--- config.mk ---
export PLATFORM = sky130hd
export DESIGN_NAME = paksnd
export DESIGN_NICKNAME = d
export VERILOG_FILES = /design/src/rtl/paksnd.sv
export SDC_FILE = /design/constraint.sdc
export NUM_CORES = 1
export LEC_CHECK = 0
export BUFFER_PORTS_ARGS = -buffer_cell sky130_fd_sc_hd__buf_2
export CORE_ASPECT_RATIO = 1.75
export CORE_MARGIN = 2
export CORE_UTILIZATION = 50
export CTS_CLUSTER_SIZE = 10
export DETAILED_ROUTE_END_ITERATION = 10
export HOLD_SLACK_MARGIN = 0.02
export PLACE_DENSITY_LB_ADDON = 0.25
export SYNTH_ARGS = -nofsm -noshare
export SYNTH_HDL_FRONTEND = slang
export SYNTH_SLANG_ARGS = --single-unit
--- constraint.sdc ---
create_clock -name i_clk -period 2.4 [get_ports i_clk]
set_input_delay 0.36 -clock i_clk [delete_from_list [all_inputs] [get_ports i_clk]]
set_output_delay 0.36 -clock i_clk [all_outputs]
set_load 0.05 [all_outputs]
--- src/rtl/paksnd.sv ---
// Packet transmitter: buffers loaded packets in a small circular FIFO, appends a
// redundancy nibble, and sends each one over a 4-phase req/ack channel.
module paksnd #(
   parameter int ASZ = 6,
   parameter int DSZ = 4,
   parameter int RSZ = 4,
   parameter int PSZ = 2*ASZ+DSZ+RSZ,
   parameter int FSZ = 2
) (
   input  logic           i_clk,
   input  logic           i_rstn,
   input  logic           i_put,
   input  logic [ASZ-1:0] i_src,
   input  logic [ASZ-1:0] i_dst,
   input  logic [DSZ-1:0] i_dat,
   output logic           o_full,
   output logic           o_empty,
   output logic [FSZ:0]   o_count,
   output logic           snd0_req,
   input  logic           snd0_ack,
   output logic [PSZ-1:0] snd0_data,
   output logic [1:0]     o_err,
   output logic           has_err,
   output logic [1:0]     o_state
);

   // Channel protocol: req rises with data already stable, the receiver raises ack,
   // req falls, the receiver drops ack; only then may the next req rise.
   localparam int EW = ((ASZ > DSZ) ? ASZ : DSZ) + 2;
   localparam int DEPTH = 1 << FSZ;
   localparam logic [FSZ:0] FULL_CNT = (FSZ+1)'(DEPTH);

   typedef enum logic [1:0] {
      ST_IDLE  = 2'd0,
      ST_REQ   = 2'd1,
      ST_ACKLO = 2'd2
   } state_t;

   state_t          state;
   logic [PSZ-1:0]  mem [DEPTH];
   logic [FSZ-1:0]  wr_ptr;
   logic [FSZ-1:0]  rd_ptr;
   logic [FSZ:0]    count;
   logic [EW-1:0]   sum_w;
   logic [RSZ-1:0]  red;
   logic            push;
   logic            pop;

   assign sum_w   = EW'(i_src) + EW'(i_dst) + EW'(i_dat);
   assign red     = sum_w[RSZ-1:0];
   assign o_full  = (count == FULL_CNT);
   assign o_empty = (count == '0);
   assign o_count = count;
   assign has_err = |o_err;
   assign o_state = state;
   // A put against a full FIFO is dropped even when a pop frees a slot that cycle.
   assign push    = i_put && !o_full;

   always_comb begin
      pop = 1'b0;
      if (!o_empty) begin
         case (state)
            ST_IDLE:  pop = 1'b1;
            ST_ACKLO: pop = !snd0_ack;
            default:  pop = 1'b0;
         endcase
      end
   end

   always_ff @(posedge i_clk) begin
      if (push) mem[wr_ptr] <= {i_src, i_dst, i_dat, red};
   end

   always_ff @(posedge i_clk or negedge i_rstn) begin
      if (!i_rstn) begin
         state     <= ST_IDLE;
         wr_ptr    <= '0;
         rd_ptr    <= '0;
         count     <= '0;
         snd0_req  <= 1'b0;
         snd0_data <= '0;
         o_err     <= 2'b00;
      end else begin
         if (push) wr_ptr <= wr_ptr + 1'b1;
         if (pop)  rd_ptr <= rd_ptr + 1'b1;
         case ({push, pop})
            2'b10:   count <= count + 1'b1;
            2'b01:   count <= count - 1'b1;
            default: count <= count;
         endcase
         if (i_put && o_full) o_err[0] <= 1'b1;

         case (state)
            ST_IDLE: begin
               if (snd0_ack) o_err[1] <= 1'b1;
               if (pop) begin
                  snd0_data <= mem[rd_ptr];
                  snd0_req  <= 1'b1;
                  state     <= ST_REQ;
               end
            end
            ST_REQ: begin
               if (snd0_ack) begin
                  snd0_req <= 1'b0;
                  state    <= ST_ACKLO;
               end
            end
            ST_ACKLO: begin
               if (!snd0_ack) begin
                  if (pop) begin
                     snd0_data <= mem[rd_ptr];
                     snd0_req  <= 1'b1;
                     state     <= ST_REQ;
                  end else begin
                     state <= ST_IDLE;
                  end
               end
            end
            default: state <= ST_IDLE;
         endcase
      end
   end

endmodule

==> summary.txt, run 1 <==
Power
  • Pleak: roughly 0.002 µW
  • Design Power: approximately 7300 µW
  • Worst vdd ir: about 0.0008 V
  • Power Density: between 1000 and 1500 mW/mm²

Worst setup path
  • Reg-to-Reg Start: o_count[0]
  • Startpoint types: input pin
  • Critical path buffers and inverters: 1
  • R2r endpoint: o_count[2]
  • Worst setup startpoint: i_src[1]
  • Crit path required time: 2.54 ns
  • Critical Path AT: 2.18 ns
  • Critical path peak fanout: 5
  • R2R depth: 9
  • Crit. path cell count: 7
  • Crit Path Class: input pin to flop
  • Top delay family on crit path: adder cells
  • Capture point of the worst path: mem[0][3]
  • Most used cell, CP: xnor2_1
  • Slowest stage delay, CP: between 0.4 and 0.5 ns
  • Worst Setup End Kind: flop
  • CP Cell Sequence: buf_2, fa_1, ha_1, fa_1, xnor2_1, xnor2_1, xnor2_1
  • Slowest CP cell: fa_1
  • R2R setup slack: between 0.4 and 0.5 ns

Clocking
  • Num CTS Buffers: 9
  • CTS tree: done
  • Post CTS Setup Buffer Count: 0
  • CTS Hold Bufs: 0
  • H-tree depth: 3
  • CTS sink count: 112
  • Clk pin slew, worst setup/hold paths: ~0.060 ns
  • Root Driver: clkbuf_16
  • Max Root-Sink Buffers: 2
  • Resize count post-CTS: 0
  • Worst-Skew Late Latency: between 0.3 and 0.4 ns

Yosys
  • Yosys reg bits: 112
  • Post-Synth Simple-Gate Area: 1.900%
  • Largest family of logic cells by synthesized area: multiplexers
  • Cell count after synthesis: about 210
  • Netlist cell types: 27
  • Adder-cell share of the synthesized area: a little under 4%
  • Synth warnings: 0
  • Mux contribution to synthesized area: roughly 17%
  • Compound-Gate Fraction of Synth Area: approximately 1.6%
  • Post-Syn Nets: between 200 and 250
  • Avg Cell Area, Syn: between 20 and 25 µm²
  • Sequential share of the synthesized area: between 70% and 80%
  • Mapped cell area: around 0.0045 mm²
  • Xor/xnor share of the synthesized area: under 10%

STA
  • Final setup fails: 0
  • Measured slew at the worst slew-check pin: roughly 0.77 ns
  • Final worst path period share: between 80% and 90%
  • Unrepaired setup endpoints after global routing: false
  • Final Critical Period: a little over 2 ns
  • Fmax: between 400 and 500 MHz
  • TNS Setup: 0 ns
  • Final Hold Viols: 0
  • Rel. slew slack: between 40 and 50%
  • Slew Limit Fails: 0
  • Clock skew: approximately 0.0077 ns

Cells and area
  • N_diodes: 0
  • Ratio of cells with drive above 1 in the final layout: between 30% and 40%
  • Layout area overhead: 16.04%
  • Fin nets: roughly 310

GRT
  • First-pass GRT wire length: ~11000 µm
  • Initial antenna violation count: 0
  • Gr usage total: between 10% and 20%
  • Vias in the first global route: between 2000 and 2500
  • Largest net degree at the start of global routing: 33
  • Total grt overflow: 0

Placed design
  • Dpl hpwl: 4465 µm
  • RePlAce Congestion: 0.6868
  • IO Port Bufs: 50

Floorplan
  • Rows: 45
  • Die height: approximately 130 µm
  • # IOs: 51
  • Core area: roughly 0.0087 mm²
  • Die area: slightly below 0.01 mm²
  • Die width: around 76 µm
  • Starting density of the core: around half

Hold path
  • Hold WC Path Type: input pin to async pin

Route
  • Routed wire per std cell: 17.97 µm
  • Vias: around 2100
  • Vias/cell: between 5 and 6
  • Antenna-violating nets left: 0
  • TritonRoute pass-1 iters: 4
  • Drc violations: 0
  • DR iter-0 viols: between 70 and 80
  • Routed WL: 7151 µm

Run status
  • Outcome: complete, no violations

Job
  • Max Cap Viol: 0
==> state kept, by name (all words and copies together) (netlist names) <==
name / cells
rd_ptr: 2
mem: 80
o_count: 3
o_err: 2
snd0_req: 1
snd0_data: 20
o_state: 2
wr_ptr: 2
==> area by class of cell <==
class / instances / area, µm²
Inverter: 12 / 45.04
Clock inverter: 5 / 56.30
Fill cell: 671 / 3475
Multi-Input combinational cell: 84 / 1196
Tap cell: 117 / 146.4
Timing Repair Buffer: 57 / 302.8
Clock buffer: 11 / 242.7
Sequential cell: 112 / 3207
==> cell usage in the layout, fill, tap and decap left out, drive strengths merged, types with 2 or more instances in the layout <==
cell type	n
nor2	2
mux2	21
edfxtp	80
ha	6
buf	57
xnor2	7
xor2	4
a21o	2
clkinv	3
fa	5
inv	13
dfrtp	32
clkbuf	11
and2	5
mux4	20
==> synth_stat cells <==
cell type | number | area share [%]
edfxtp_1 | 80 | 54
dfrtp_1 | 32 | 18
mux2_2 | 21 | 5.3
mux4_1 | 14 | 8.2
inv_1 | 12 | 1.0
xnor2_1 | 7 | 1.4
ha_1 | 6 | 1.7
mux4_2 | 6 | 3.0
and2_1 | 5 | 0.70
fa_1 | 5 | 2.2
buf_6 | 4 | 1.0
xor2_1 | 4 | 0.78
a21o_1 | 2 | 0.34
clkbuf_1 | 2 | 0.17
nor2_1 | 2 | 0.17
a2111oi_2 | 1 | 0.34
a211oi_4 | 1 | 0.45
a21oi_1 | 1 | 0.11
a2bb2oi_1 | 1 | 0.20
mux2i_1 | 1 | 0.22
nand2_1 | 1 | 0.084
nand2b_1 | 1 | 0.14
nor2b_1 | 1 | 0.14
nor3_4 | 1 | 0.36
nor3b_1 | 1 | 0.17
o21bai_1 | 1 | 0.17
or2_2 | 1 | 0.14
==> cell families after synthesis <==
group | count (synthesis)
AOI/OAI and AO/OA | 7
buffers and inverters | 18
muxes | 42
and+or+nand+nor | 13
adders and majority gates | 11
xor gates and xnor gates | 11
DFF | 112
==> how the worst min path moves through the flow <==
stage,startpoint,to
6_report,i_rstn,snd0_data[13]
5_1_grt,i_rstn,snd0_data[13]
4_1_cts,i_rstn,snd0_data[13]
3_5_place_dp,o_err[0],o_err[0]
3_3_place_gp,o_err[0],o_err[0]
2_1_floorplan,i_rstn,o_count[0]
==> worst register-to-register path, cell delays in order (launching register included) <==
cell and delay [ns]:
dfrtp_2 0.47, nor3b_4 0.26, nor2b_2 0.12, inv_1 0.07
ha_2 0.17, inv_1 0.05, fa_2 0.33, xor2_1 0.14
nor2_1 0.13, xor2_1 0.15
==> metrics by stage <==
| stage | cell area, µm² | std cells | utilization [%] | setup WS (ns) | hold WS [ns] |
|---|---|---|---|---|---|
| finish | 5196 | 398 | 59.93 | 0.3540 | 0.09629 |
| global route | 5196 | 398 | 59.93 | 0.2590 | 0.1565 |
| CTS | 5196 | 398 | 59.93 | 0.3519 | 0.1219 |
| detailed placement | 4897 | 382 | 56.48 | -0.01086 | 0.4686 |
| global placement | 4897 | 382 | 56.48 | 0.07824 | 0.4610 |
| floorplan | 4501 | 214 | - | -0.01190 | 0.06441 |
==> where the power goes <==
group          internal (µW)  total [µW]  switching [µW]
clock network            838        1460             623
logic                   1100        2920            1820
registers               2700        2960             258
==> metal layers <==
layer / vias up / global-route usage (%) / routed length (µm)
li1: 953 / - / -
met1: 1072 / 20.31 / 2899
met2: 48 / 27.83 / 3827
met3: 12 / 3.344 / 258
met4: 0 / 8.359 / 166
met5: - / 0 / 0
No activity file was read; power rests on OpenSTA's default activity.
==> inputs of run 2 (changes only) <==
Settings changed: CAP_MARGIN from default to 5.
Clock period 2.4 ns to 2.65 ns, I/O delays scaled along.
==> summary.txt, run 2 (same netlist as run 1, synthesis figures left out) <==
Worst setup path
  • Critical path peak fanout: 7 (+2)
  • Crit Path Class: flop to flop
  • Startpoint types: flop
  • Crit path required time: 2.88 ns (+0.34 ns)
  • Critical Path AT: 2.28 ns (+0.10 ns)
  • Worst Setup End Kind: flop

Power
  • Pleak: 0.002000 µW (+0.57%)
  • Combinational share of power: 39.0% (-0.8 points)
  • Power Density: 1289 mW/mm² (-8.7%)
  • Pint: 4257 µW (-8.2%)
  • Sequential fraction of design power: 39.9% (-0.4 points)
  • Switching Share: 36.58% (-0.23 points)
  • Worst vdd ir: 0.0006463 V (-19%)
  • Switching power: 2456 µW (-9.1%)
  • Clock network power share: 21.1% (+1.2 points)

Floorplan
  • Die height: 129.2 µm (unchanged)
  • Die area: 0.009759 mm² (unchanged)
  • Core area: 0.008671 mm² (unchanged)
  • Rows: 45 (unchanged)
  • Starting density of the core: 51.65% (unchanged)
  • Die width: 75.54 µm (unchanged)
  • # IOs: 51 (unchanged)

GRT
  • Gr usage total: 16.32% (-0.39 points)
  • Largest net degree at the start of global routing: 33 (unchanged)
  • Total grt overflow: 0 (unchanged)
  • Vias in the first global route: 2045 (-4.9%)
  • Initial antenna violation count: 0 (unchanged)
  • First-pass GRT wire length: 10950 µm (-3.5%)

Cells and area
  • Most common cell after layout, fill and taps aside: edfxtp_1
  • Reg with most FFs: mem
  • Final instance area: 0.005207 mm² (+0.22%)
  • Fin nets: 307 (unchanged)
  • N_diodes: 0 (unchanged)
  • Number of flip-flops in the largest register: 80 (unchanged)
  • Share of the core filled with cells: 60.06% (+0.13 points)
  • Layout area overhead: 16.29%
  • Most frequent cells in the layout: edfxtp_1, buf_2, dfrtp_1
  • Ratio of cells with drive above 1 in the final layout: 37.72% (-1.1 points)

Clocking
  • Clk pin slew, worst setup/hold paths: 0.07 ns (about the same)
  • CTS sink count: 112 (unchanged)
  • Resize count post-CTS: 0 (unchanged)
  • Worst-Skew Late Latency: 0.35 ns (about the same)
  • Max Root-Sink Buffers: 2 (unchanged)
  • Post CTS Setup Buffer Count: 0 (unchanged)
  • Root Driver: clkbuf_16
  • Num CTS Buffers: 9 (unchanged)
  • CTS tree: done
  • CTS Hold Bufs: 0 (unchanged)
  • H-tree depth: 3 (unchanged)

Job
  • Max Cap Viol: 0 (unchanged)

Route
  • Vias/cell: 5.256 (+0.34%)
  • Vias: 2092 (+0.34%)
  • Routed WL: 7096 µm (-0.77%)
  • Antenna-violating nets left: 0 (unchanged)
  • Drc violations: 0 (unchanged)
  • Routed wire per std cell: 17.83 µm (-0.77%)
  • TritonRoute pass-1 iters: 4 (unchanged)
  • DR iter-0 viols: 113 (+51%)

STA
  • TNS Setup: 0 ns (unchanged)
  • Final worst-path setup slack: 0.6000 ns (+0.2459 ns)
  • Rel. slew slack: 47.03% (-1.3 points)
  • Measured slew at the worst slew-check pin: 0.7946 ns (+0.02008 ns)
  • Clock skew: 0.008222 ns (+0.0005391 ns)
  • Unrepaired setup endpoints after global routing: false
  • Final setup fails: 0 (unchanged)
  • Final worst path period share: slightly below 80%
  • Slew Limit Fails: 0 (unchanged)
  • Final Critical Period: slightly above 2 ns
  • Fmax: slightly below 500 MHz
  • Final Hold Viols: 0 (unchanged)

Run status
  • Outcome: complete, no violations

Placed design
  • IO Port Bufs: 50 (unchanged)
  • RePlAce Congestion: 0.6802 (-0.96%)
  • Pre-CTS WS: 0.2450 ns (+0.2559 ns)
  • Area of placed instances: 0.004887 mm² (-0.20%)
  • Dpl hpwl: 4443 µm (-0.48%)

Hold path
  • Hold WC Path Type: input pin to async pin
[run 2: worst max-delay path, cell delays in order (launching register included)]
cell and delay [ns]:
dfrtp_2 0.44, nor3b_4 0.17, nor2b_1 0.41, inv_1 0.09, ha_1 0.23, inv_1 0.07, fa_1 0.17, xor2_1 0.15
nor2_1 0.06, xor2_1 0.14
[run 2: path summary, 6_finish.rpt]
path / startpoint / endpoint / slack, ns / depth (start not counted)
max: o_count[2] / o_count[2] / 0.60 / 9
min: i_rstn / snd0_data[13] / 0.13 / 1
max reg2reg: o_count[2] / o_count[2] / 0.60 / 9
min reg2reg: o_err[0] / o_err[0] / 0.47 / 1
max in group asynchronous: i_rstn / o_count[2] / 1.96 / 1
min in group i_clk: i_put / o_err[0] / 0.26 / 2
[run 2: metrics by stage]
stage                     hold WS [ns]  power, µW  std cells
after global routing            0.1887       7064        398
after detailed placement        0.4621       5386        382
final                           0.1337       6713        398
after global placement          0.4613       5337        382
after floorplan                 0.1019       4784        214
after CTS                       0.1603       6801        398
[run 2: cell type report]
| class | instances | area [µm²] |
|---|---|---|
| Fill cell | 674 | 3463 |
| Tap cell | 117 | 146.4 |
| Multi-Input combinational cell | 84 | 1189 |
| Clock buffer | 9 | 225.2 |
| Clock inverter | 7 | 95.09 |
| Timing Repair Buffer | 57 | 302.8 |
| Inverter | 12 | 45.04 |
| Sequential cell | 112 | 3204 |
[run 2: metal layers]
metal / wire (µm) / vias to the layer above / global-route usage (%) / share of wire, %
li1: - / 958 / - / -
met1: 2930 / 1072 / 20.30 / 41
met2: 3712 / 50 / 26.60 / 52
met3: 240 / 12 / 2.255 / 3.4
met4: 213 / 0 / 9.907 / 3.0
met5: 0 / - / 0 / 0
[run 2: power by group through the flow]
stage	logic (µW)	registers (µW)	clock network, µW
after detailed placement	2660	2730	0
after global routing	2830	2730	1500
final	2620	2680	1420
after CTS	2670	2690	1450
after global placement	2630	2700	0
after floorplan	1350	3440	0
